**src/rtl/vga_timing_pkg.sv**
```systemverilog
// Shared raster timing constants for the VGA sync generator (640x480@60 defaults).
// The optional VGA_CLKDIV_EN build is handled in vga_sync_gen, not here.
package vga_timing_pkg;

  localparam int COUNT_W   = 11;
  localparam int MAX_TOTAL = 2 ** COUNT_W;

  localparam int VGA_H_VISIBLE = 640;
  localparam int VGA_H_FP      = 16;
  localparam int VGA_H_SYNC    = 96;
  localparam int VGA_H_BP      = 48;

  localparam int VGA_V_VISIBLE = 480;
  localparam int VGA_V_FP      = 10;
  localparam int VGA_V_SYNC    = 2;
  localparam int VGA_V_BP      = 33;

  localparam bit VGA_SYNC_ACTIVE = 1'b0;

  function automatic int axis_total(input int visible, input int fp,
                                    input int sync, input int bp);
    return visible + fp + sync + bp;
  endfunction

  localparam int VGA_H_TOTAL      = axis_total(VGA_H_VISIBLE, VGA_H_FP, VGA_H_SYNC, VGA_H_BP);
  localparam int VGA_V_TOTAL      = axis_total(VGA_V_VISIBLE, VGA_V_FP, VGA_V_SYNC, VGA_V_BP);
  localparam int VGA_H_SYNC_START = VGA_H_VISIBLE + VGA_H_FP;
  localparam int VGA_H_SYNC_END   = VGA_H_SYNC_START + VGA_H_SYNC - 1;
  localparam int VGA_V_SYNC_START = VGA_V_VISIBLE + VGA_V_FP;
  localparam int VGA_V_SYNC_END   = VGA_V_SYNC_START + VGA_V_SYNC - 1;

endpackage

```
**src/rtl/vga_axis_counter.sv**
```systemverilog
// One raster axis: modulo counter with enable, wrap strobe, and decode of the
// sync pulse and blank region for the value the counter will hold next.
module vga_axis_counter
  import vga_timing_pkg::*;
#(
  parameter int VISIBLE     = VGA_H_VISIBLE,
  parameter int FP          = VGA_H_FP,
  parameter int SYNC        = VGA_H_SYNC,
  parameter int BP          = VGA_H_BP,
  parameter bit SYNC_ACTIVE = VGA_SYNC_ACTIVE
) (
  input  logic               clk,
  input  logic               rst,
  input  logic               en,
  output logic [COUNT_W-1:0] count,
  output logic [COUNT_W-1:0] count_next,
  output logic               wrap,
  output logic               sync_next,
  output logic               blank_next
);

  localparam int TOTAL      = axis_total(VISIBLE, FP, SYNC, BP);
  localparam int SYNC_START = VISIBLE + FP;
  localparam int SYNC_END   = SYNC_START + SYNC - 1;

  localparam logic [COUNT_W-1:0] LAST    = COUNT_W'(TOTAL - 1);
  localparam logic [COUNT_W-1:0] VIS_END = COUNT_W'(VISIBLE);
  localparam logic [COUNT_W-1:0] S_START = COUNT_W'(SYNC_START);
  localparam logic [COUNT_W-1:0] S_END   = COUNT_W'(SYNC_END);

  generate
    if (TOTAL > MAX_TOTAL) begin : g_total_too_large
      $error("vga_axis_counter: axis total %0d exceeds counter range %0d", TOTAL, MAX_TOTAL);
    end
  endgenerate

  assign wrap = en && (count == LAST);

  always_comb begin
    count_next = count;
    if (en) begin
      count_next = (count == LAST) ? '0 : count + 1'b1;
    end
  end

  // Decoding the next value lets the parent register outputs aligned with count.
  always_comb begin
    sync_next  = ~SYNC_ACTIVE;
    blank_next = 1'b0;
    if ((count_next >= S_START) && (count_next <= S_END)) begin
      sync_next = SYNC_ACTIVE;
    end
    if (count_next >= VIS_END) begin
      blank_next = 1'b1;
    end
  end

  always_ff @(posedge clk or posedge rst) begin
    if (rst) begin
      count <= '0;
    end else begin
      count <= count_next;
    end
  end

endmodule

```
**src/rtl/vga_sync_gen.sv**
```systemverilog
// Free-running VGA raster timing generator: scan position, blank, syncs, frame_tick.
// Define VGA_CLKDIV_EN to advance on every second clk (50 MHz board clock).
module vga_sync_gen
  import vga_timing_pkg::*;
#(
  parameter int H_VISIBLE   = VGA_H_VISIBLE,
  parameter int H_FP        = VGA_H_FP,
  parameter int H_SYNC      = VGA_H_SYNC,
  parameter int H_BP        = VGA_H_BP,
  parameter int V_VISIBLE   = VGA_V_VISIBLE,
  parameter int V_FP        = VGA_V_FP,
  parameter int V_SYNC      = VGA_V_SYNC,
  parameter int V_BP        = VGA_V_BP,
  parameter bit SYNC_ACTIVE = VGA_SYNC_ACTIVE
) (
  input  logic               clk,
  input  logic               rst,
  output logic [COUNT_W-1:0] hcount,
  output logic [COUNT_W-1:0] vcount,
  output logic               blank,
  output logic               hsync,
  output logic               vsync,
  output logic               frame_tick
);

  localparam logic [COUNT_W-1:0] V_TICK_LINE = COUNT_W'(V_VISIBLE);

  logic               adv;
  logic               h_wrap;
  logic               v_wrap_unused;
  logic [COUNT_W-1:0] h_next;
  logic [COUNT_W-1:0] v_next;
  logic               h_sync_next;
  logic               v_sync_next;
  logic               h_blank_next;
  logic               v_blank_next;

`ifdef VGA_CLKDIV_EN
  logic phase;

  // Pixel enable at half the clk rate; the first advance lands on the second edge.
  always_ff @(posedge clk or posedge rst) begin
    if (rst) begin
      phase <= 1'b0;
    end else begin
      phase <= ~phase;
    end
  end

  assign adv = phase;
`else
  assign adv = 1'b1;
`endif

  vga_axis_counter #(
    .VISIBLE     (H_VISIBLE),
    .FP          (H_FP),
    .SYNC        (H_SYNC),
    .BP          (H_BP),
    .SYNC_ACTIVE (SYNC_ACTIVE)
  ) u_h_axis (
    .clk        (clk),
    .rst        (rst),
    .en         (adv),
    .count      (hcount),
    .count_next (h_next),
    .wrap       (h_wrap),
    .sync_next  (h_sync_next),
    .blank_next (h_blank_next)
  );

  vga_axis_counter #(
    .VISIBLE     (V_VISIBLE),
    .FP          (V_FP),
    .SYNC        (V_SYNC),
    .BP          (V_BP),
    .SYNC_ACTIVE (SYNC_ACTIVE)
  ) u_v_axis (
    .clk        (clk),
    .rst        (rst),
    .en         (h_wrap),
    .count      (vcount),
    .count_next (v_next),
    .wrap       (v_wrap_unused),
    .sync_next  (v_sync_next),
    .blank_next (v_blank_next)
  );

  always_ff @(posedge clk or posedge rst) begin
    if (rst) begin
      blank      <= 1'b0;
      hsync      <= ~SYNC_ACTIVE;
      vsync      <= ~SYNC_ACTIVE;
      frame_tick <= 1'b0;
    end else if (adv) begin
      blank      <= h_blank_next | v_blank_next;
      hsync      <= h_sync_next;
      vsync      <= v_sync_next;
      frame_tick <= (h_next == '0) && (v_next == V_TICK_LINE);
    end
  end

endmodule
```
**config.mk**
```make
export PLATFORM = sky130hd
export DESIGN_NAME = vga_sync_gen
export DESIGN_NICKNAME = d
export VERILOG_FILES = /design/src/rtl/vga_timing_pkg.sv /design/src/rtl/vga_axis_counter.sv /design/src/rtl/vga_sync_gen.sv
export SDC_FILE = /design/constraint.sdc
export NUM_CORES = 1
export LEC_CHECK = 0
export CORE_ASPECT_RATIO = 1.2
export CORE_MARGIN = 1
export CORE_UTILIZATION = 30
export CTS_CLUSTER_SIZE = 8
export DETAILED_ROUTE_END_ITERATION = 8
export GPL_TIMING_DRIVEN = 0
export PLACE_DENSITY_LB_ADDON = 0.15
export SYNTH_ARGS = -nofsm -noshare
export SYNTH_HDL_FRONTEND = slang
export SYNTH_SLANG_ARGS = --single-unit
```
**constraint.sdc**
```tcl
create_clock -name clk -period 7.5 [get_ports clk]
set_input_delay 1.5 -clock clk [delete_from_list [all_inputs] [get_ports clk]]
set_output_delay 1.5 -clock clk [all_outputs]
set_load 0.005 [all_outputs]
```
==> results of run 1 <==
==> cell families after synthesis <==
logic type / after synthesis
xor gates and xnor gates: 14
DFF: 26
buffers and inverters: 20
AOI/OAI and AO/OA: 36
muxes: 2
adders and majority gates: 4
and+or+nand+nor: 67
==> power by group <==
group          internal, W  switching, W   total [W]
combinational  0.000000479    0.00000277  0.00000325
clock            0.0000470     0.0000465   0.0000935
sequential        0.000140             0    0.000140
==> placed cells by master (no fill, tap or decap), types with 2 or more instances in the layout <==
cell type	n
nor2_1	13
nor4_1	3
o21ai_0	7
xnor2_1	5
a31o_2	2
nand2_1	13
clkbuf_1	6
nand3_1	11
clkdlybuf4s50_1	27
and3_1	3
inv_1	9
and4_1	3
nor4b_1	2
dfstp_2	2
ha_1	4
nor3_1	4
nand4_1	7
buf_2	2
mux2i_1	2
dfrtp_1	24
buf_6	2
o31a_1	2
clkbuf_8	4
a21oi_1	9
a311o_1	2
xor2_1	9
o32ai_1	2
a31oi_1	4
==> Yosys cell counts, types with 3 or more instances <==
| master | n | area [sq um] |
|---|---|---|
| xor2_1 | 9 | 78.8 |
| dfrtp_1 | 24 | 601 |
| a31oi_1 | 4 | 25.0 |
| nand2_1 | 13 | 48.8 |
| inv_1 | 9 | 33.8 |
| clkbuf_1 | 6 | 22.5 |
| nor2_1 | 13 | 48.8 |
| xnor2_1 | 5 | 43.8 |
| nor4_1 | 3 | 18.8 |
| o21ai_0 | 7 | 35.0 |
| nand4_1 | 7 | 43.8 |
| a21oi_1 | 9 | 45.0 |
| and4_1 | 3 | 26.3 |
| nand3_1 | 11 | 55.1 |
| and3_1 | 3 | 18.8 |
| nor3_1 | 4 | 20.0 |
| ha_1 | 4 | 50.1 |
==> worst max-delay path by stage <==
stage,startpoint,slack [ns],endpoint
floorplan,u_h_axis.count[5],5.06,frame_tick
detailed placement,rst,4.70,u_h_axis.count[1]
finish,u_h_axis.count[9],4.64,hcount[9]
global route,u_h_axis.count[9],4.56,hcount[9]
global placement,rst,4.72,u_h_axis.count[0]
CTS,u_h_axis.count[9],4.64,hcount[9]
==> state kept, by name (all words and copies together), names as in the netlist <==
signal / cells
blank: 1
hsync: 1
vsync: 1
u_v_axis.count: 11
u_h_axis.count: 11
frame_tick: 1
==> cell type report <==
| type | instances | area [sq um] |
|---|---|---|
| Tap cell | 60 | 75.1 |
| Clock buffer | 4 | 55.1 |
| Fill cell | 505 | 3020 |
| Inverter | 9 | 33.8 |
| Multi-Input combinational cell | 123 | 808 |
| Timing Repair Buffer | 27 | 270 |
| Buffer | 11 | 58.8 |
| Sequential cell | 26 | 653 |
==> layer usage <==
metal / GRT usage [%] / share of wire [%] / vias to the layer above
li1: - / - / 691
met1: 20.8 / 46 / 663
met2: 24.5 / 47 / 44
met3: 2.39 / 4.5 / 13
met4: 7.66 / 2.7 / 0
met5: 0 / 0 / -
==> stage by stage <==
step | std cells | total power, W
finish | 260 | 0.000237
global route | 260 | 0.000248
CTS | 260 | 0.000241
detailed placement | 256 | 0.000146
global placement | 256 | 0.000146
floorplan | 169 | 0.000145
==> results.toml, run 1 <==
[synthesis]
synthAdderAreaFrac_pct = 3.22
synth_cell_types = 43
synth_fp_nets = 175
ys_ff_latch = 26
synth.avg_cell_area_sq_um = 9.20
async_flop_share_pct = 100
netlist_area_sq_um = 1550
synthSimpleGateAreaFrac_pct = 23.7
synth_compound_area_share_pct = 15.9
synth_top_family_by_area = "simple AND/OR/NAND/NOR gates"
synth-main-ff-cell = "dfrtp_1"
ys_seq_area_share_pct = 42.0
synthXorXnorAreaFrac_pct = 7.89
synth-edff-count = 0
yosys_warnings = 0
syn_inst = 169
muxShareOfSynthArea_pct = 1.29

[cts]
clockBufferDepth = 2
clkSlewWorstSetupHoldPaths_ns = 0.10
cts_sinks = 26
cts_setup_buffers = 0
cts_tree = "built"
cts_buffers = 3
postCtsHoldBufs = 0
cts-root-buf = "clkbuf_8"
ctsResizeCount = 0
htree_levels = 1
insertion_delay_ns = 0.27

[place]
gp_congestion = 0.863
dp_slack_ns = 4.70
io_buffer_count = 27
hpwl_microns = 2850
placedInstanceArea_sq_um = 1900

[sta]
hold_viol = 0
final.period_utilization_pct = 38.1
slew_violations = 0
fin_ws_ns = 4.64
setup_tns_ns = 0
clock_skew_ns = 0.00289
holdWs_ns = 0.574
rsz0062_at_grt = "no"
slew_headroom_pct = 31.9
clock.fmax_ghz = 0.350
period_minus_slack_ns = 2.86
finalSetupViolCount = 0
tightest_slew_ns = 1.02

[setup_path]
worst-path-buf-inv = 1
crit_required_ns = 6.00
r2r-end = "frame_tick"
r2r_slack_ns = 4.79
crit_chain = "clkdlybuf4s50_1"
slowest_delay_ns = 0.56
path_depth = 1
crit_family = "buffers and inverters"
critPathLaunchType = "flop"
critPathArrivalTime_ns = 1.36
r2r_start = "u_h_axis.count[0]"
crit_fanout = 9
slowest_stage = "clkdlybuf4s50_1"
worst_setup_path_end_kind = "primary output"
criticalPathCategory = "flop to primary output"
reg2reg_depth = 8

[hold_path]
holdPathStages = 1
hold_path.class = "flop to flop"
hold_end = "u_v_axis.count[7]"
hold_start = "u_v_axis.count[7]"

[floorplanning]
dieHeight_microns = 80.8
die_x_microns = 67.7
core_sq_um = 4970
num_rows = 28
pin_count = 28
initial_core_util_pct = 31.2
die-area_sq_um = 5470

[detailed_routing]
viasPerCell = 5.43
drt-total-wl_microns = 3890
drc = 0
drtIter0Drc = 77
first_pass_iters = 4
postRouteAntennaNets = 0
wl_per_cell_microns = 15.0
vias = 1411

[cells_and_area]
nNetsFinal = 207
num_antenna_cells = 0
drive_gt1_share_pct = 8.00
syn_to_final_growth_pct = 25.8
fin_area_sq_um = 1950
fin_util_pct = 39.3

[global_route]
grt_pass1_vias = 1319
grt_use_total_pct = 15.7
antenna_found_initial = 0
grt_max_degree = 27
grt_pass1_wl_microns = 6430
grt_overflow = 0

[status]
outcome = "complete, no violations"

[power]
p_per_area_nw_per_um2 = 121
ir_drop_uv = 52.9
cellLeakagePower_nw = 0.797

[run]
max_cap_viol_count = 0
Note: power is estimated with default switching activity, not from simulation.
==> inputs of run 2 (changes only) <==
- clock period: 7.5 -> 3 ns (I/O delays scaled with it)
==> results of run 2 <==
Same layout as run 1 (identical final DEF). Status: complete, no violations.
Main changes from that run: setup slack after placement 4.70 ns -> 0.308 ns; setup slack after layout 4.64 ns -> 0.286 ns; start point of the critical path u_h_axis.count[9] -> u_h_axis.count[0]; end point of the critical path hcount[9] -> frame_tick; register-to-register setup slack 4.79 ns -> 0.29 ns; total power 0.000237 W -> 0.000592 W; worst IR drop on VDD 52.9 uV -> 132 uV
